`src/rtl/wavelet_readout_deser.sv`:
```
// wavelet_readout_deser
// Receive end of the wavelet-core comparator readout chain. Four serial lanes
// (I1, I0, Q1, Q0) are deserialized into one parallel word per frame. Each word
// is then queued in a small FIFO that has a valid/ready handshake. The block also
// reports dropped frames (overflow), truncated frames (frame_err) and an
// accepted-frame counter.
module wavelet_readout_deser #(
    parameter int N_CORES    = 8,
    parameter int FIFO_DEPTH = 2,
    parameter int CNT_W      = 16
) (
    input  logic                   clk_master,
    input  logic                   rst,
    input  logic                   en,
    input  logic                   frame_sync,
    input  logic [1:0]             read_out_I,
    input  logic [1:0]             read_out_Q,
    output logic [4*N_CORES-1:0]   out_data,
    output logic                   out_valid,
    input  logic                   out_ready,
    output logic [CNT_W-1:0]       frame_cnt,
    output logic                   overflow,
    output logic                   frame_err,
    output logic                   busy
);

    localparam int IDX_W   = $clog2(N_CORES);
    localparam int PTR_W   = $clog2(FIFO_DEPTH);
    localparam int LEVEL_W = PTR_W + 1;

    localparam logic [IDX_W-1:0]   LAST_IDX = IDX_W'(N_CORES - 1);
    localparam logic [LEVEL_W-1:0] FULL_LVL = LEVEL_W'(FIFO_DEPTH);

    typedef enum logic {
        IDLE  = 1'b0,
        SHIFT = 1'b1
    } state_t;

    state_t state_q, state_d;
    logic [IDX_W-1:0] idx_q, idx_d;

    // Lane 3 holds I1, lane 2 I0, lane 1 Q1 and lane 0 Q0. Because of this order,
    // the packed vector is already the output word {I1,I0,Q1,Q0}.
    logic [3:0][N_CORES-1:0] sr_q, sr_d;

    logic [4*N_CORES-1:0] mem_q [FIFO_DEPTH];
    logic [4*N_CORES-1:0] mem_d [FIFO_DEPTH];
    logic [PTR_W-1:0]     wr_ptr_q, wr_ptr_d;
    logic [PTR_W-1:0]     rd_ptr_q, rd_ptr_d;
    logic [LEVEL_W-1:0]   level_q, level_d;

    logic [CNT_W-1:0] frame_cnt_q, frame_cnt_d;
    logic             overflow_q, overflow_d;
    logic             frame_err_q, frame_err_d;

    logic [3:0]              sample;
    logic [3:0][N_CORES-1:0] shifted;
    logic [3:0][N_CORES-1:0] fresh;
    logic [4*N_CORES-1:0]    word_in;
    logic                    push;
    logic                    pop;
    logic                    full;
    logic                    push_ok;
    logic                    drop;

    assign sample = {read_out_I, read_out_Q};

    // The first received bit enters at the LSB and is shifted up, so after
    // N_CORES bits it is the MSB of its lane.
    always_comb begin
        shifted = '0;
        fresh   = '0;
        for (int l = 0; l < 4; l++) begin
            shifted[l] = {sr_q[l][N_CORES-2:0], sample[l]};
            fresh[l]   = {{(N_CORES-1){1'b0}}, sample[l]};
        end
    end

    // Frame FSM. The en-low abort wins over a mid-frame sync. A mid-frame sync
    // restarts the frame with the current bits as bit 0.
    always_comb begin
        state_d     = state_q;
        idx_d       = idx_q;
        sr_d        = sr_q;
        frame_err_d = frame_err_q;
        push        = 1'b0;
        word_in     = '0;
        case (state_q)
            IDLE: begin
                if (en && frame_sync) begin
                    sr_d    = fresh;
                    idx_d   = IDX_W'(1);
                    state_d = SHIFT;
                end
            end
            SHIFT: begin
                if (!en) begin
                    sr_d    = '0;
                    idx_d   = '0;
                    state_d = IDLE;
                end else if (frame_sync) begin
                    frame_err_d = 1'b1;
                    sr_d        = fresh;
                    idx_d       = IDX_W'(1);
                end else if (idx_q == LAST_IDX) begin
                    push    = 1'b1;
                    word_in = shifted;
                    sr_d    = '0;
                    idx_d   = '0;
                    state_d = IDLE;
                end else begin
                    sr_d  = shifted;
                    idx_d = idx_q + IDX_W'(1);
                end
            end
            default: begin
                sr_d    = '0;
                idx_d   = '0;
                state_d = IDLE;
            end
        endcase
    end

    // FIFO bookkeeping. A pop frees a slot on the same edge, so a push into a
    // full FIFO is still accepted when the consumer is popping.
    always_comb begin
        pop     = (level_q != '0) && out_ready;
        full    = (level_q == FULL_LVL);
        push_ok = push && (!full || pop);
        drop    = push && full && !pop;

        mem_d = mem_q;
        if (push_ok) begin
            mem_d[wr_ptr_q] = word_in;
        end
        wr_ptr_d = wr_ptr_q + PTR_W'(push_ok);
        rd_ptr_d = rd_ptr_q + PTR_W'(pop);

        level_d = level_q;
        case ({push_ok, pop})
            2'b10:   level_d = level_q + LEVEL_W'(1);
            2'b01:   level_d = level_q - LEVEL_W'(1);
            default: level_d = level_q;
        endcase

        frame_cnt_d = frame_cnt_q + CNT_W'(push_ok);
        overflow_d  = overflow_q | drop;
    end

    // State registers. The sticky flags are cleared only by reset.
    always_ff @(posedge clk_master or posedge rst) begin
        if (rst) begin
            state_q     <= IDLE;
            idx_q       <= '0;
            sr_q        <= '0;
            for (int i = 0; i < FIFO_DEPTH; i++) begin
                mem_q[i] <= '0;
            end
            wr_ptr_q    <= '0;
            rd_ptr_q    <= '0;
            level_q     <= '0;
            frame_cnt_q <= '0;
            overflow_q  <= 1'b0;
            frame_err_q <= 1'b0;
        end else begin
            state_q     <= state_d;
            idx_q       <= idx_d;
            sr_q        <= sr_d;
            mem_q       <= mem_d;
            wr_ptr_q    <= wr_ptr_d;
            rd_ptr_q    <= rd_ptr_d;
            level_q     <= level_d;
            frame_cnt_q <= frame_cnt_d;
            overflow_q  <= overflow_d;
            frame_err_q <= frame_err_d;
        end
    end

    assign out_valid = (level_q != '0);
    assign out_data  = mem_q[rd_ptr_q];
    assign frame_cnt = frame_cnt_q;
    assign overflow  = overflow_q;
    assign frame_err = frame_err_q;
    assign busy      = (state_q == SHIFT);

endmodule

```
`config.mk`:
```
export PLATFORM = sky130hd
export DESIGN_NAME = wavelet_readout_deser
export DESIGN_NICKNAME = d
export VERILOG_FILES = /design/src/rtl/wavelet_readout_deser.sv
export SDC_FILE = /design/constraint.sdc
export NUM_CORES = 1
export LEC_CHECK = 0
export ABC_AREA = 1
export ABC_CLOCK_PERIOD_IN_PS = 4600
export BUFFER_PORTS_ARGS = -buffer_cell sky130_fd_sc_hd__buf_2
export CORE_UTILIZATION = 43
export CTS_CLUSTER_DIAMETER = 30
export DETAILED_ROUTE_END_ITERATION = 10
export SYNTH_ARGS = -nofsm -noshare
export SYNTH_HDL_FRONTEND = slang
export SYNTH_SLANG_ARGS = --single-unit
```
`constraint.sdc`:
```
create_clock -name clk_master -period 4.6 [get_ports clk_master]
set_input_delay 0.92 -clock clk_master [delete_from_list [all_inputs] [get_ports clk_master]]
set_output_delay 0.92 -clock clk_master [all_outputs]
set_load 0.03 [all_outputs]
```
; ---- Word level (Yosys, flattened, before mapping)
; Index checks and enable logic that the tools add are counted.
[word_totals]
regBits = 118
latchBits = 0
ramBits = 0
rom_bits = 0
inputBits = 9
output_inout_bits = 52
wordCells = 74
memories = 0
[classes]
n_addsub = 6
n_mul = 0
div = 0
order_cmp = 3
n_eq_ne = 5
shift = 0
mux = 30
bitwise_logic = 4
n_reduce_logical = 12
[ops]
columns = cell, count
row1 = 32-bit two-way mux, 8
row2 = 31-bit two-way mux, 4
row3 = 64-bit bitwise mux, 1
row4 = 31-bit case mux with 2 select lines, 1
row5 = 32-bit demux with 1-bit select, 1
row6 = 16-bit by 1-bit adder with 16-bit output, 1
row7 = 3-bit two-way mux, 4
row8 = 1-bit two-way mux, 8
row9 = 1-bit logical AND, 6
row10 = 3-bit case mux with 2 select lines, 1
row11 = "2-bit equality test, second input constant", 2
row12 = "2-bit >= comparator, second input constant", 2
row13 = 1-bit NOT with 2-bit output, 2
row14 = 2-bit case mux with 2 select lines, 1
row15 = 2-bit nonzero test, 2
row16 = "3-bit by 1-bit adder with 3-bit output, second input constant", 1
row17 = "3-bit equality test, second input constant", 1
row18 = 3-bit AND reduction, 1
row19 = 1-bit adder, 2
row20 = "2-bit by 1-bit adder with 2-bit output, second input constant", 1
row21 = "2-bit by 1-bit equality test with 1-bit output, second input constant", 1
row22 = 1-bit zero test, 2
row23 = "2-bit by 1-bit < comparator with 1-bit output, second input constant", 1
row24 = "2-bit != test, second input constant", 1
row25 = 5 further kinds, 5

; ---- Logic depth before layout (Yosys ltp)
[logic_depth]
depth_word = 8
mapped_depth = 14
mapped_depth_nobuf = 13

; ---- Least setup slack after synthesis
; OpenSTA, ideal clock, no wires.
[synth_timing]
path_type = input -> register
from = in frame_sync
to = reg frame_cnt_q[8], in the netlist frame_cnt[8]
setup_time_ns = 0.134
t_arrival_ns = 2.452
required_ns = 4.466
slack_ns = 2.014
stages = 12
path_buffers = 1
cell_sequence = inv_2 > nand3_2 > nor2_4 > buf_6 > nand2_1 > inv_1 > ha_1 > ha_1 > nand2_1 > nor2_1 > nand2_1 > xnor2_1
[synth_between]
elab_chain_len = 5
[synth_rtl]
columns = element, line_no
row1 = "start, declared", 15  ; input logic frame_sync,
row2 = 1-bit two-way mux, 101  ; end else if (frame_sync) begin
row3 = 1-bit two-way mux, 97  ; if (!en) begin
row4 = 1-bit two-way mux, 88  ; case (state_q)
row5 = 1-bit logical AND, 129  ; push_ok = push && (!full || pop);
row6 = 16-bit by 1-bit adder with 16-bit output, 146  ; frame_cnt_d = frame_cnt_q + CNT_W'(push_ok);
row7 = net frame_cnt_d[8], 52  ; logic [CNT_W-1:0] frame_cnt_q, frame_cnt_d;
row8 = "end signal, assigned", 173  ; frame_cnt_q <= frame_cnt_d;
row9 = "end, declared", 52
; The timed path passes the listed nets, and every way through them passes these cells.
; A chain may end at the register's enable or synchronous reset.

; ---- Worst setup path after layout
[layout_timing]
from = reg rd_ptr_q
to = out out_data[25]
[layout_between]
elab_chain_len = 4
[layout_rtl]
columns = element, line_no
row1 = "start, declared", 49  ; logic [PTR_W-1:0] rd_ptr_q, rd_ptr_d;
row2 = "start signal, assigned", 171  ; rd_ptr_q <= rd_ptr_d;
row3 = 1-bit NOT with 2-bit output (not written as such), 180  ; assign out_data = mem_q[rd_ptr_q];
row4 = 32-bit two-way mux (not written as such) (3 in series), 180
row5 = "end, declared", 18  ; output logic [4*N_CORES-1:0] out_data,
; Every way passes these cells. The select of a mux whose other input is x is not followed.

==> run_results.csv <==
group,metric,value,unit
setup_path,path_max_fanout,33,
yosys,yosys_warnings,0,
finish,areaGrowthSynthToFinish,18.6,%
clock_network,clkSlewWorstSetupHoldPaths,0.05,ns
finish,layout.cells.most_common,"sky130_fd_sc_hd__nand2_1",
timing,setup_viol_count_final,0,
timing,timing.fmax,315,MHz
status,run_status,"complete, but fails checks",
min_path,worst_hold_path_type,"flop to flop",
finish,layout_common_cells,"sky130_fd_sc_hd__nand2_1 (264), sky130_fd_sc_hd__dfrtp_1 (118), sky130_fd_sc_hd__buf_2 (60), sky130_fd_sc_hd__o21ai_1 (58), sky130_fd_sc_hd__nand3_1 (41)",
clock_network,tritoncts_clock_tree,"yes",
setup_path,worst-setup-path-type,"flop to output pin",
drt,finalWirelength,11600,µm
timing,timing.final.hold_violations,0,
clock_network,buffer_count_from_post_cts_setup_fixing,0,
setup_path,critical_path_startpoint_category,"flop",
yosys,avgSynthCellArea,8.42,µm²
pwr,p_leak,3.02,nW
die,core_region_area,11600,µm²
drt,drtIter0Drc,293,
global_routing,grt_first_pass_wirelength,19700,µm
clock_network,cts_hold_buf,0,
timing,worst_slack,1.42,ns
timing,worst_hold_slack,0.482,ns
status,violated_checks,"DRC",
clock_network,cts-resized-gates,0,
die,fp.dieH,112,µm
yosys,synth.distinct_cells,24,
clock_network,cts_sinks,118,
yosys,postSynthNetCount,630,
global_routing,first_global_vias,3951,
drt,drc,9,
drt,avgRoutedWirePerCell,14.1,µm
clock_network,cts.root.buffer_cell,"sky130_fd_sc_hd__clkbuf_16",
timing,fin_crit_sh,0.690,
global_routing,grt_start_max_net_pins,52,
global_routing,initial_antenna_violation_count,0,
finish,final_layout_net_count,684,
clock_network,max-clock-path-buffers,2,
placement,placed_cells_incl_taps,792,
setup_path,critical_path.endpoint_type,"output pin",
placement,post-dp-hpwl,7480,µm
die,placementRows,39,
drt,drt-vias-per-instance,5.06,
finish,drive_above_1_share,0.144,
pwr,vdd_drop_max,0.000222,V
yosys,netlist_area_pre_place,5170,µm²
pwr,power_per_cell_area,413,nW/µm²
die,start_util,0.447,
setup_path,critPathRequiredTime,3.68,ns
placement,dpl-instance-area,5580,µm²
setup_path,cp.arrival,2.26,ns
timing,finalClockSkew,0.0106,ns
finish,non_filler_cells_final,824,
global_routing,overflow,0,
die,ios,61,
die,die_area,12500,µm²
timing,finalMaxSlewViolations,0,
timing,period_minus_slack,3.18,ns
setup_path,worst-r2r-setup-slack,2.04,ns
timing,max_slew.worst_pin.slew,1.06,ns
finish,insertedDiodeCount,0,
clock_network,clkLatencyLatePin,0.41,ns
pwr,p_total,2.53,mW
finish,final_core_util,0.530,
placement,dp_slack,1.39,ns
global_routing,groute.usage.overall,0.203,
clock_network,cts_buffers,17,
finish,design_area,6130,µm²
clock_network,clock_h_tree_levels,4,
drt,dr.pass1.iters,8,
timing,finalSetupTns,0,ns
flow_run,maxCapViolCount,0,
placement,final_weighted_congestion_in_routability_driven_placement,0.770,
yosys,synth_cells,614,
yosys,yosys_register_bits,118,
drt,detail-route-antenna-nets,0,
yosys,synth_sequential_area_ratio,0.571,
timing,setup_repair_after_global_routing_missed_its_margin,"no",
drt,route.vias.total,4169,
die,fp.dieW,112,µm
placement,placement.io_buffers,60,
timing,max_slew_margin,0.294,
==> path summary, 6_finish.rpt <==
path	start	endpoint	cells past startpoint
max	rd_ptr_q	out_data[25]	6
min	frame_err	frame_err	1
max reg2reg	idx_q[0]	mem_q[31]	11
min reg2reg	frame_err	frame_err	1
max in group asynchronous	rst	mem_q[62]	3
min in group asynchronous	rst	mem_q[55]	2
==> worst max-delay path, stage by stage, from the launching register on <==
cell                       delay, ns
sky130_fd_sc_hd__dfrtp_1        0.32
sky130_fd_sc_hd__buf_4          0.37
sky130_fd_sc_hd__clkinv_1       0.44
sky130_fd_sc_hd__buf_4          0.37
sky130_fd_sc_hd__nand2_1        0.10
sky130_fd_sc_hd__nand2_1        0.07
sky130_fd_sc_hd__buf_2          0.18
==> synth_stat cells (all sizes together) <==
cell type | instances | share of area
nand2 | 264 | 0.19
dfrtp | 118 | 0.57
o21ai | 86 | 0.083
nand3 | 42 | 0.042
clkbuf | 23 | 0.017
inv | 22 | 0.016
nor2 | 17 | 0.014
buf | 9 | 0.012
ha | 7 | 0.017
xor2 | 7 | 0.012
nand4 | 6 | 0.0073
clkinv | 3 | 0.0022
xnor2 | 3 | 0.0051
o21bai | 2 | 0.0029
o31ai | 2 | 0.0029
a21oi | 1 | 0.00097
o211ai | 1 | 0.0015
or2 | 1 | 0.0012
==> state kept, by name, indices dropped and copies added, names as in the netlist <==
signal,cells
mem_q,64
shifted,28
frame_cnt,16
idx_q,3
level_q,2
busy,1
frame_err,1
overflow,1
rd_ptr_q,1
wr_ptr_q,1
==> layer usage <==
metal  vias up  global-route usage  share of wire
li1       2079                   -              -
met1      2009               0.285           0.49
met2        73               0.301           0.46
met3         8              0.0604          0.036
met4         0              0.0649         0.0070
met5         -                   0              0
==> cell families (layout without fill, tap and decap cells) <==
| family | Yosys count | count (layout) | synth area share |
|---|---|---|---|
| simple gates | 330 | 330 | 0.256 |
| fa+ha+maj | 7 | 7 | 0.0169 |
| compound gates | 92 | 92 | 0.0915 |
| buf+inv | 57 | 124 | 0.0475 |
| xor+xnor | 10 | 10 | 0.0170 |
| flops | 118 | 118 | 0.571 |
==> power breakdown <==
group          switching [mW]  total [mW]  internal [mW]
clock network           0.415        1.20          0.786
registers              0.0181        1.08           1.07
logic                   0.193       0.245         0.0516
==> final cells by class <==
class,count,area [µm²]
tap,143,179
clock inverter,2,10.0
multi-input combinational,439,1970
timing repair buffer,67,378
sequential,118,2950
inverter,25,96.3
fill,1116,5440
clock buffer,30,544
No activity file was read; power rests on OpenSTA's default activity.
